**config.mk**
```make
export PLATFORM = sky130hd
export DESIGN_NAME = seq_det_ctrl
export DESIGN_NICKNAME = d
export VERILOG_FILES = /design/src/rtl/seq_det_pkg.sv /design/src/rtl/seq_det_core.sv /design/src/rtl/seq_det_ctrl.sv
export SDC_FILE = /design/constraint.sdc
export NUM_CORES = 1
export LEC_CHECK = 0
export ABC_AREA = 1
export BUFFER_PORTS_ARGS = -buffer_cell sky130_fd_sc_hd__buf_4
export CELL_PAD_IN_SITES_DETAIL_PLACEMENT = 1
export CELL_PAD_IN_SITES_GLOBAL_PLACEMENT = 1
export CORE_UTILIZATION = 40
export DETAILED_ROUTE_END_ITERATION = 10
export PLACE_DENSITY = 0.87
export SLEW_MARGIN = 15
export SYNTH_ARGS = -nofsm -noshare
export SYNTH_HDL_FRONTEND = slang
export SYNTH_SLANG_ARGS = --single-unit
```
**constraint.sdc**
```tcl
create_clock -name clk -period 2.4 [get_ports clk]
set_input_delay 0.24 -clock clk [delete_from_list [all_inputs] [get_ports clk]]
set_output_delay 0.24 -clock clk [all_outputs]
set_load 0.05 [all_outputs]
```
**src/rtl/seq_det_pkg.sv**
```systemverilog
// Shared types for the serial 10010 detector slice.
// Controller and detector state encodings, pattern constants.
package seq_det_pkg;

  localparam int PAT_LEN = 5;
  localparam logic [PAT_LEN-1:0] PATTERN = 5'b10010;

  typedef enum logic [1:0] {
    IDLE,
    SHIFT,
    REPORT
  } ctrl_state_t;

  typedef enum logic [2:0] {
    S0,
    S1,
    S2,
    S3,
    S4
  } det_state_t;

endpackage

```
**src/rtl/seq_det_core.sv**
```systemverilog
// Mealy recognizer for serial 10010 with overlap.
// Ports: clk, reset, flush, bit_en, bit_in -> match.
module seq_det_core
  import seq_det_pkg::*;
(
  input  logic clk,
  input  logic reset,
  input  logic flush,
  input  logic bit_en,
  input  logic bit_in,
  output logic match
);

  det_state_t state_q, state_d;

  always_ff @(posedge clk) begin
    if (reset) state_q <= S0;
    else       state_q <= state_d;
  end

  always_comb begin
    state_d = state_q;
    match   = 1'b0;
    if (flush) begin
      state_d = S0;
    end else if (bit_en) begin
      unique case (state_q)
        S0: state_d = bit_in ? S1 : S0;
        S1: state_d = bit_in ? S1 : S2;
        S2: state_d = bit_in ? S1 : S3;
        S3: state_d = bit_in ? S4 : S0;
        S4: begin
          state_d = bit_in ? S1 : S2;
          match   = !bit_in;
        end
        default: state_d = S0;
      endcase
    end
  end

endmodule

```
**src/rtl/seq_det_ctrl.sv**
```systemverilog
// Word-serializing controller around seq_det_core.
// in_* word handshake, out_* per-word count, total_count, busy.
module seq_det_ctrl
  import seq_det_pkg::*;
#(
  parameter int WORD_W = 8,
  parameter int CNT_W  = 16
) (
  input  logic                         clk,
  input  logic                         reset,
  input  logic                         in_valid,
  input  logic [WORD_W-1:0]            in_data,
  output logic                         in_ready,
  input  logic                         flush,
  output logic                         out_valid,
  output logic [$clog2(WORD_W+1)-1:0]  out_count,
  input  logic                         out_ready,
  output logic [CNT_W-1:0]             total_count,
  output logic                         busy
);

  localparam int CW = $clog2(WORD_W + 1);
  localparam logic [CW-1:0] LAST = CW'(WORD_W - 1);
  localparam logic [CW-1:0] MAXC = CW'(WORD_W);

  ctrl_state_t       state_q, state_d;
  logic [WORD_W-1:0] shreg_q, shreg_d;
  logic [CW-1:0]     bit_cnt_q, bit_cnt_d;
  logic [CW-1:0]     word_cnt_q, word_cnt_d;
  logic [CNT_W-1:0]  total_q, total_d;

  logic hs;
  logic bit_en;
  logic det_flush;
  logic match;

  assign in_ready    = (state_q == IDLE);
  assign hs          = in_valid && in_ready;
  assign bit_en      = (state_q == SHIFT);
  // flush only has meaning between words
  assign det_flush   = flush && (state_q == IDLE);
  assign out_valid   = (state_q == REPORT);
  assign out_count   = word_cnt_q;
  assign total_count = total_q;
  assign busy        = (state_q != IDLE);

  seq_det_core u_core (
    .clk    (clk),
    .reset  (reset),
    .flush  (det_flush),
    .bit_en (bit_en),
    .bit_in (shreg_q[WORD_W-1]),
    .match  (match)
  );

  always_ff @(posedge clk) begin
    if (reset) begin
      state_q    <= IDLE;
      shreg_q    <= '0;
      bit_cnt_q  <= '0;
      word_cnt_q <= '0;
      total_q    <= '0;
    end else begin
      state_q    <= state_d;
      shreg_q    <= shreg_d;
      bit_cnt_q  <= bit_cnt_d;
      word_cnt_q <= word_cnt_d;
      total_q    <= total_d;
    end
  end

  always_comb begin
    state_d    = state_q;
    shreg_d    = shreg_q;
    bit_cnt_d  = bit_cnt_q;
    word_cnt_d = word_cnt_q;
    total_d    = total_q;
    unique case (state_q)
      IDLE: begin
        if (hs) begin
          shreg_d    = in_data;
          bit_cnt_d  = '0;
          word_cnt_d = '0;
          state_d    = SHIFT;
        end
      end
      SHIFT: begin
        shreg_d   = shreg_q << 1;
        bit_cnt_d = bit_cnt_q + CW'(1);
        if (match && word_cnt_q != MAXC)
          word_cnt_d = word_cnt_q + CW'(1);
        if (bit_cnt_q == LAST)
          state_d = REPORT;
      end
      REPORT: begin
        if (out_ready) state_d = IDLE;
      end
      default: state_d = IDLE;
    endcase
    if (match && total_q != '1)
      total_d = total_q + CNT_W'(1);
  end

endmodule

```
# Word level (Yosys, flattened, before mapping)
# Index checks and enable logic that the tools add are counted.
[classes]
add_sub_neg = 3
eq_ne = 13
mux = 18
n_reduce_logical = 14
[op_table]
columns = ["operator", "n"]
rows = [
  ["16-bit by 1-bit adder with 16-bit output, second input constant", 1],
  ["16-bit != test, second input constant", 1],
  ["4-bit case mux with 2 select lines", 2],
  ["8-bit case mux with 2 select lines", 1],
  ["3-bit case mux with 4 select lines", 1],
  ["2-bit 2-to-1 mux", 5],
  ["4-bit by 1-bit adder with 4-bit output, second input constant", 2],
  ["4-bit 2-to-1 mux", 2],
  ["8-bit 2-to-1 mux", 1],
  ["2-bit by 1-bit != test with 1-bit output, second input constant", 4],
  ["3-bit by 2-bit == test with 1-bit output, second input constant", 2],
  ["2-bit case mux with 3 select lines", 1],
  ["3-bit AND reduction", 2],
  ["4-bit by 3-bit == test with 1-bit output, second input constant", 1],
  ["1-bit logical AND", 4],
  ["1-bit 2-to-1 mux", 4],
  ["4-bit != test, second input constant", 1],
  ["2-bit nonzero test", 2],
  ["2-bit OR reduction", 2],
  ["3-bit by 1-bit == test with 1-bit output, second input constant", 1],
  ["3-bit == test, second input constant", 1],
  ["3-bit zero test", 1],
  ["3-bit 2-to-1 mux", 1],
  ["2-bit by 1-bit == test with 1-bit output, second input constant", 1],
  ["other kinds (4)", 4],
]
[totals]
register_bits = 37
inputBits = 13
output_inout_bits = 23
word_cells = 54

# Depth between registers and ports, before layout
# Gate-level depths: netlist of run 1.
[logic_depth]
depth_word = 7
mapped_depth = 9
ltp_nobuf = 8

# Hierarchy
# Synthesis of run 1 repeated with hierarchy kept, for this count alone.
[hier_totals]
cells_unflattened = 294
area_unflattened_um2 = 2004.4
[by_module_without_submodules]
columns = ["module", "instances", "cells_each", "area_per_inst_um2", "seq_area_each_um2"]
rows = [
  ["seq_det_ctrl", 1, 266, 1815.5, 680.7],
  ["seq_det_core", 1, 28, 188.9, 60.1],
]

# Worst setup path before layout of run 1
# No wires, ideal clock.
[synth_path]
kind = "register to register"
from = "register state_q[0]"
to = "register shreg_q[2]"
setup_ps = 70
arrival_time_ps = 1929
required_ps = 2330
path_slack_ps = 401
path_stages_with_launch = 9
path_buffers = 1
period_less_slack_ps = 1999
cell_sequence = "dfxtp_1 > nor2_2 > inv_1 > nor2_2 > inv_2 > nand2_1 > buf_2 > o21ai_0 > a21oi_1"
[synth_between]
elab_chain_len = 4
elab_cells_between_ends = 7
classes_between = "2 x eq/ne; 1 x mux; 4 x reduce/logical"
[synth_lines]
columns = ["element", "line_no", "rtl"]
rows = [
  ["from (decl)", "seq_det_ctrl.sv:26", "ctrl_state_t state_q, state_d;"],
  ["from (signal assigned)", "seq_det_ctrl.sv:64", "state_q <= state_d;"],
  ["2-bit zero test (*)", "seq_det_ctrl.sv:37", "assign in_ready = (state_q == IDLE);"],
  ["net in_ready", "seq_det_ctrl.sv:13", "output logic in_ready,"],
  ["1-bit logical AND", "seq_det_ctrl.sv:38", "assign hs = in_valid && in_ready;"],
  ["2-bit by 1-bit != test with 1-bit output (no line)", "n/a", ""],
  ["2-bit AND reduction (no line)", "n/a", ""],
  ["to (signal assigned)", "seq_det_ctrl.sv:65", "shreg_q <= shreg_d;"],
  ["to (decl)", "seq_det_ctrl.sv:27", "logic [WORD_W-1:0] shreg_q, shreg_d;"],
]
# The timed path passes the listed nets; every way through them passes the cells marked *.
# A chain may end at the register's enable or synchronous reset.

# Final worst setup path of run 1
[layout_path]
from = "register total_q[0], in the netlist total_count[0]"
to = "register total_q[4], in the netlist total_count[4]"
[layout_between]
elab_chain_len = 2
elab_cells_between_ends = 3
classes_between = "1 x add/sub; 1 x eq/ne; 1 x reduce/logical"
[layout_lines]
columns = ["element", "line_no", "rtl"]
rows = [
  ["from (decl)", "seq_det_ctrl.sv:30", "logic [CNT_W-1:0] total_q, total_d;"],
  ["from (signal assigned)", "seq_det_ctrl.sv:68", "total_q <= total_d;"],
  ["parallel branches: the longest is 2 deep, another holds 16-bit by 1-bit adder with 16-bit output", "n/a", ""],
]
# Several ways; the timed one is not identified.

==> flow_metrics.tcl, run 1 <==
set metrics [dict create \
    path_buf_inv 1 \
    hp-class "in -> reg" \
    worstPathCellList "ha_1, inv_1, nor2_4, nand2_4, o21ai_4, nand2_1, a21oi_2" \
    finalHoldViolations 0 \
    power_density_nw_per_um2 532.6 \
    grt_pass1_wl_um 9480 \
    overflow 0 \
    reg2reg_depth 7 \
    grt_max_degree 23 \
    relSlewSlack 0.6875 \
    path_class "reg -> reg" \
    drc 0 \
    synthCells 281 \
    cts-buffers-inserted 5 \
    gp_congestion 0.8347 \
    postSynth.asyncResetShare 0 \
    ctsHoldBuffers 0 \
    yosysSeqAreaShare 0.3679 \
    clockBufferDepth 2 \
    slew_viol_final 0 \
    whs_endpoint "shreg_q[1]$_SDFFE_PP0P_" \
    drt_iter0_markers 72 \
    power_frac_comb 0.151 \
    finalWorstSetupSlack_ns 0.5629 \
    synth_area_leader_cell "dfxtp_1" \
    internal-power_w 0.0009046 \
    pwr-share-clk 0.330 \
    drive_above_1_share 0.2247 \
    synth_fp_nets 298 \
    crit_fanout 16 \
    grt_usage 0.2321 \
    avgSynthCellArea_um2 7.164 \
    syn_area_um2 2013 \
    dp_cells 375 \
    leakagePower_nw 0.9260 \
    placement.io_buffers 35 \
    netlist_top_cells_area "dfxtp_1, nand2_1, a21oi_1" \
    cts_tree "built" \
    peakVddDrop_uv 264.4 \
    preCtsSetupSlack_ns 0.5697 \
    cp_top_family "compound AO/OA/AOI/OAI gates" \
    synth_warnings 0 \
    cpMaxStageDelayCell "dfxtp_1" \
    nets 332 \
    fp.dieH_um 72.95 \
    ant_nets 0 \
    r2r_start "total_count[0]$_SDFFE_PP0P_" \
    fp.dieW_um 72.95 \
    synth_edf_count 0 \
    ys_ff_latch 37 \
    fin_tns_setup_ns 0 \
    setup_violations 0 \
    routed_wl_um 5536 \
    hold_start "in_data[1]" \
    worstPathRequired_ns 2.63 \
    rows 25 \
    cpPeakStageDelay_ns 0.43 \
    vias 2028 \
    insertion_delay_ns 0.29 \
    core_area_um2 4786 \
    r2r-end "total_count[4]$_SDFFE_PP0P_" \
    worstHoldPathCells 3 \
    switching_share 0.2903 \
    critPathLaunchType "flop" \
    cts_setup_buffers 0 \
    arrival_ns 2.07 \
    yosys.cell_types.count 34 \
    fin_cells 383 \
    ios 36 \
    nFillCells 644 \
    outcome "complete, no violations" \
    start_util 0.4207 \
    clkSlewWorstSetupHoldPaths_ns 0.07 \
    dp_hpwl_um 4016 \
    fmaxAchievable_mhz 544.3 \
    synth_ff_type "dfxtp_1" \
    p_switching_w 0.0003701 \
    avgViaCountPerCell 5.295 \
    yosysMostFrequentCell "nand2_1" \
    pwr-share-seq 0.519 \
    end_kind "flop" \
    skew_ns 0.007181 \
    cts-root-buf "clkbuf_8" \
    cts.sinks 37 \
    htree_levels 2 \
    grt_pass1_vias 2051 \
    post_cts_resized 0 \
    fin_crit_sh 0.7655 \
    rsz0062_at_grt "no" \
    die_area_um2 5321 \
    wl_per_cell_um 14.45 \
    fin_crit_ns 1.837 \
    r2r_slack_ns 0.56 \
    antenna_found_initial 0 \
    drt_pass1_iterations 4 \
    antenna_cells 0 \
    area_delta_synth_final_pct 18.89 \
    tightest_slew_ns 0.4669 \
    cap_violations 0 \
    synth_top_cells_by_count "nand2_1, dfxtp_1, nor2_1, a21oi_1, inv_1" \
    yosys.area.top_type_share 0.3679 \
]
[routing by layer]
layer,routed length (um),track usage
met1,2534,0.2733
met2,2733,0.4133
met3,152,0.04144
met4,116,0.09804
met5,0,0
[worst max-delay path by stage]
stage	from	end	slack, ns	cells after the start
after floorplan	state_q[0]$_SDFFE_PP0P_	shreg_q[2]$_SDFFE_PP0P_	0.40	8
after global placement	total_count[0]$_SDFFE_PP0P_	total_count[9]$_SDFFE_PP0P_	0.67	7
after detailed placement	total_count[0]$_SDFFE_PP0P_	total_count[10]$_SDFFE_PP0P_	0.57	7
after CTS	total_count[0]$_SDFFE_PP0P_	total_count[4]$_SDFFE_PP0P_	0.54	7
after global routing	total_count[0]$_SDFFE_PP0P_	total_count[4]$_SDFFE_PP0P_	0.35	7
final	total_count[0]$_SDFFE_PP0P_	total_count[4]$_SDFFE_PP0P_	0.56	7
[per-stage QoR]
| stage | instance area, um^2 | power, W | hold WS, ns | utilization |
|---|---|---|---|---|
| 2_1_floorplan | 2013 | 0.0008081 | 0.3091 | - |
| 3_3_place_gp | 2311 | 0.0008592 | 0.4502 | 0.4829 |
| 3_5_place_dp | 2311 | 0.0008677 | 0.4773 | 0.4829 |
| 4_1_cts | 2394 | 0.001284 | 0.2359 | 0.5001 |
| 5_1_grt | 2394 | 0.001352 | 0.2507 | 0.5001 |
| 6_report | 2394 | 0.001275 | 0.2428 | 0.5001 |
[flip-flops by register name, summed over array words and instances, names as in the netlist]
name            flops
total_count        16
out_count           4
u_core.state_q      3
bit_cnt_q           4
state_q             2
shreg_q             8
[power groups by stage]
stage	clock network [W]	registers (W)	logic, W
after floorplan	0	0.000679	0.000130
after global placement	0	0.000673	0.000186
after detailed placement	0	0.000675	0.000193
after CTS	0.000429	0.000661	0.000193
after global routing	0.000472	0.000664	0.000216
final	0.000421	0.000662	0.000192
[area by class of cell]
class	instances	area [um^2]	area share
multi-input combinational	212	1130	0.4720
sequential	37	740.7	0.3095
timing repair buffer	36	270.3	0.1129
inverter	23	86.33	0.03607
tap	67	83.83	0.03502
clock buffer	6	72.57	0.03032
clock inverter	2	10.01	0.004182
[worst register-to-register path, delay by kind of cell, from the launching register on]
| family | cells | cell delay (ns) |
|---|---|---|
| compound gates | 2 | 0.59 |
| flops | 1 | 0.43 |
| simple gates | 3 | 0.41 |
| fa+ha+maj | 1 | 0.26 |
| buf+inv | 1 | 0.09 |
[cells by family after synthesis]
kind of cell | Yosys count | share of synthesized area
DFF | 37 | 0.3679
AOI/OAI and AO/OA | 62 | 0.1927
and+or+nand+nor | 137 | 0.3045
adders and majority gates | 4 | 0.02486
buffers and inverters | 32 | 0.07085
xor gates and xnor gates | 9 | 0.03915
[cell usage in the layout (no fill, tap or decap), drive strengths merged]
cell     n
a211oi   1
a21oi   31
a31oi    1
a41oi    1
buf     36
clkbuf   6
clkinv   2
dfxtp   37
ha       4
inv     23
nand2   83
nand3   10
nand3b   1
nand4    5
nor2    36
nor3     2
o211ai   1
o21a     1
o21ai   17
o21bai   1
o22ai    7
o311a    1
xnor2    4
xor2     5
Note: power is estimated with default switching activity, not from simulation.
==> run 2: changes to the inputs <==
--- a/config.mk
+++ b/config.mk
@@ -5,13 +5,13 @@
 export SDC_FILE = /design/constraint.sdc
 export NUM_CORES = 1
 export LEC_CHECK = 0
-export ABC_AREA = 1
+export ABC_AREA = 0
 export BUFFER_PORTS_ARGS = -buffer_cell sky130_fd_sc_hd__buf_4
 export CELL_PAD_IN_SITES_DETAIL_PLACEMENT = 1
 export CELL_PAD_IN_SITES_GLOBAL_PLACEMENT = 1
-export CORE_UTILIZATION = 40
+export CORE_UTILIZATION = 36
 export DETAILED_ROUTE_END_ITERATION = 10
-export PLACE_DENSITY = 0.87
+export PLACE_DENSITY = 0.81
 export SLEW_MARGIN = 15
 export SYNTH_ARGS = -nofsm -noshare
 export SYNTH_HDL_FRONTEND = slang
==> constraint.sdc (replaced) <==
create_clock -name clk -period 1.6 [get_ports clk]
set_input_delay 0.16 -clock clk [delete_from_list [all_inputs] [get_ports clk]]
set_output_delay 0.16 -clock clk [all_outputs]
set_load 0.05 [all_outputs]
==> run 2 against run 1 <==
  * The flow now finishes with violations (negative setup slack)
  * Final cell count increased by 1.8%
  * Hold slack got worse by 0.032 ns
  * Wire length increased by 23%
  * Worst setup slack got worse by 1.0 ns
  * Maximum frequency decreased by 9.8%
  * Combinational power increased by 21%
  * Largest power group unchanged
  * Sequential share of layout area decreased by 4.1 points
  * Area after synthesis decreased by 4.5%
  * Clock skew increased by 0.0012 ns
==> flow_metrics.tcl, run 2 <==
set metrics [dict create \
    outcome "finished with violations" \
    violations "negative setup slack" \
    cp_top_family "simple AND/OR/NAND/NOR gates" \
    fp.dieW_um 75.09 \
    fp.dieH_um 75.09 \
    postSynth.asyncResetShare 0 \
    antenna_cells 0 \
    crit_fanout 4 \
    fin_crit_sh 1.273 \
    yosys.cell_types.count 42 \
    fin_crit_ns 2.037 \
    peakVddDrop_uv 476.4 \
    placed_cell_area_um2 2643 \
    leakagePower_nw 1.200 \
    insertion_delay_ns 0.30 \
    power_density_nw_per_um2 620.7 \
    fin_cells 390 \
    ys_ff_latch 37 \
    placement.io_buffers 35 \
    drc 0 \
    fin_area_um2 2964 \
    synth_warnings 0 \
    largest_register_ffs 16 \
    netlist_top_cells_area "dfxtp_1, nor2_1, a21oi_1" \
    ios 36 \
    tightest_slew_ns 0.4153 \
    grt_max_degree 37 \
    wl_per_cell_um 17.48 \
    finalHoldViolations 0 \
    drt_iter0_markers 104 \
    finalWorstSetupSlack_ns -0.4368 \
    setup_violations 19 \
    synth_edf_count 0 \
    synth_ff_type "dfxtp_1" \
    dp_hpwl_um 4003 \
    vias 2133 \
    die_area_um2 5639 \
    slew_viol_final 0 \
    r2r_start "u_core.state_q[0]$_SDFFE_PP0P_" \
    multiInputGateArea_um2 1246 \
    cap_violations 0 \
    yosysMostFrequentCell "nor2_1" \
    reg2reg_depth 4 \
    cpPeakStageDelay_ns 0.58 \
    rsz0062_at_grt "yes" \
    cts-buffers-inserted 5 \
    antenna_found_initial 0 \
    cp_common_cell "or4_4" \
    whs_endpoint "u_core.state_q[2]$_SDFFE_PP0P_" \
    ant_nets 0 \
    skew_ns 0.008353 \
    end_kind "flop" \
    arrival_ns 2.27 \
    worstPathRequired_ns 1.83 \
    routed_wl_um 6818 \
    drive_above_1_share 0.4531 \
    hold_start "flush" \
    worst_hold_slack_ns 0.2107 \
    clockBufferDepth 2 \
    htree_levels 2 \
    grt_pass1_wl_um 9998 \
    cts.sinks 37 \
    avgViaCountPerCell 5.469 \
    fmaxAchievable_mhz 491.0 \
    finish.utilization 0.5767 \
    synthCells 240 \
    cpMaxStageDelayCell "or4b_4" \
    ctsHoldBuffers 0 \
    synth_fp_nets 257 \
    start_util 0.3741 \
    relSlewSlack 0.7231 \
    area_delta_synth_final_pct 54.13 \
    cts_tree "built" \
    overflow 0 \
    startpoint "u_core.state_q[0]$_SDFFE_PP0P_" \
    avgSynthCellArea_um2 8.013 \
    regArea_um2 797.0 \
    synth_area_leader_cell "dfxtp_1" \
    synth_top_cells_by_count "nor2_1, dfxtp_1, a21oi_1, inv_1, nor2b_1" \
    yosys.area.top_type_share 0.3852 \
    grt_pass1_vias 2083 \
    worstPathCellList "or4b_4, or4_4, or4_4, a21oi_1" \
    yosysSeqAreaShare 0.3852 \
    syn_area_um2 1923 \
    r2r_slack_ns -0.44 \
    path_class "reg -> reg" \
    worstHoldPathCells 3 \
    most-common-layout-cells "buf_4, nor2_1, a21oi_1, dfxtp_1, buf_6" \
    core_area_um2 5140 \
    gp_congestion 0.7833 \
    dp_cells 376 \
    r2r-end "total_count[15]$_SDFFE_PP0P_" \
    rows 26 \
    nFillCells 628 \
    hp-class "in -> reg" \
    path_buf_inv 0 \
    critPathLaunchType "flop" \
    grt_usage 0.2392 \
    nets 336 \
    p_total_w 0.001840 \
    cts-root-buf "clkbuf_8" \
    drt_pass1_iterations 4 \
    final_common_cell "buf_4" \
    clkSlewWorstSetupHoldPaths_ns 0.08 \
]
[run 2: cell types whose count changed after synthesis, sizes merged, moves of 8 or more]
cell | previous run | this run
nand2 | 83 | 6
o21ai | 17 | 7
nor2b | 0 | 11
inv | 23 | 12
nor3 | 2 | 10
a21oi | 31 | 22
[run 2: worst max-delay path by stage]
stage                                               to  slack [ns]  depth (start not counted)
final                     total_count[15]$_SDFFE_PP0P_       -0.44                          4
after global routing      total_count[15]$_SDFFE_PP0P_       -0.46                          4
after CTS                 total_count[15]$_SDFFE_PP0P_       -0.40                          4
after detailed placement  total_count[11]$_SDFFE_PP0P_       -0.43                          4
after global placement    total_count[11]$_SDFFE_PP0P_       -0.38                          4
after floorplan           total_count[11]$_SDFFE_PP0P_       -0.45                          5
[run 2: kinds of logic (layout without fill, tap and decap cells)]
family | after synthesis | after routing | synth area share
AND/OR/NAND/NOR | 113 | 113 | 0.3188
AO/OA/AOI/OAI | 51 | 51 | 0.1653
flip-flops | 37 | 37 | 0.3852
buffers and inverters | 25 | 105 | 0.05010
multiplexers | 9 | 9 | 0.05010
adder cells (fa/ha/maj) | 4 | 4 | 0.02603
XOR/XNOR | 1 | 1 | 0.004555
[run 2: through the flow]
step	setup slack (ns)	TNS, ns
after detailed placement	-0.4276	-4.813
after CTS	-0.3951	-4.126
after floorplan	-0.4495	-3.338
after global placement	-0.3790	-3.667
after global routing	-0.4612	-5.582
final	-0.4368	-4.232
[run 2: layer usage]
metal | vias up | part of all wire | track usage
li1 | 1024 | - | -
met1 | 1048 | 0.41 | 0.2730
met2 | 48 | 0.53 | 0.4414
met3 | 13 | 0.029 | 0.04016
met4 | 0 | 0.027 | 0.09434
met5 | - | 0 | 0
[run 2: power breakdown]
group	total (W)	switching, W	leakage, nW	internal [W]
Combinational	0.000232	0.000126	0.840	0.000106
Clock	0.000668	0.000365	0.0450	0.000303
Sequential	0.000940	0.0000160	0.315	0.000924
[run 2: what timing repair did]
| item | in CTS | in global routing |
|---|---|---|
| cloned | 1 | 0 |
| endpoints found under the hold margin | 0 | 0 |
| buffers inserted | 5 | 6 |
| pin swaps | 12 | 12 |
| setup endpoints to repair | 20 | 24 |
| resized for setup | 22 | 30 |
[run 2: area by class of cell]
type	count	share of cell area
sequential	37	0.2689
tap	70	0.02955
inverter	12	0.01646
timing repair buffer	85	0.2368
multi-input combinational	178	0.4204
clock inverter	2	0.003377
clock buffer	6	0.02448
[run 2: worst register-to-register path, stage by stage (launching register included)]
cell and delay (ns):
dfxtp_2 0.34, or4b_4 0.58, or4_4 0.48, or4_4 0.44, a21oi_1 0.14
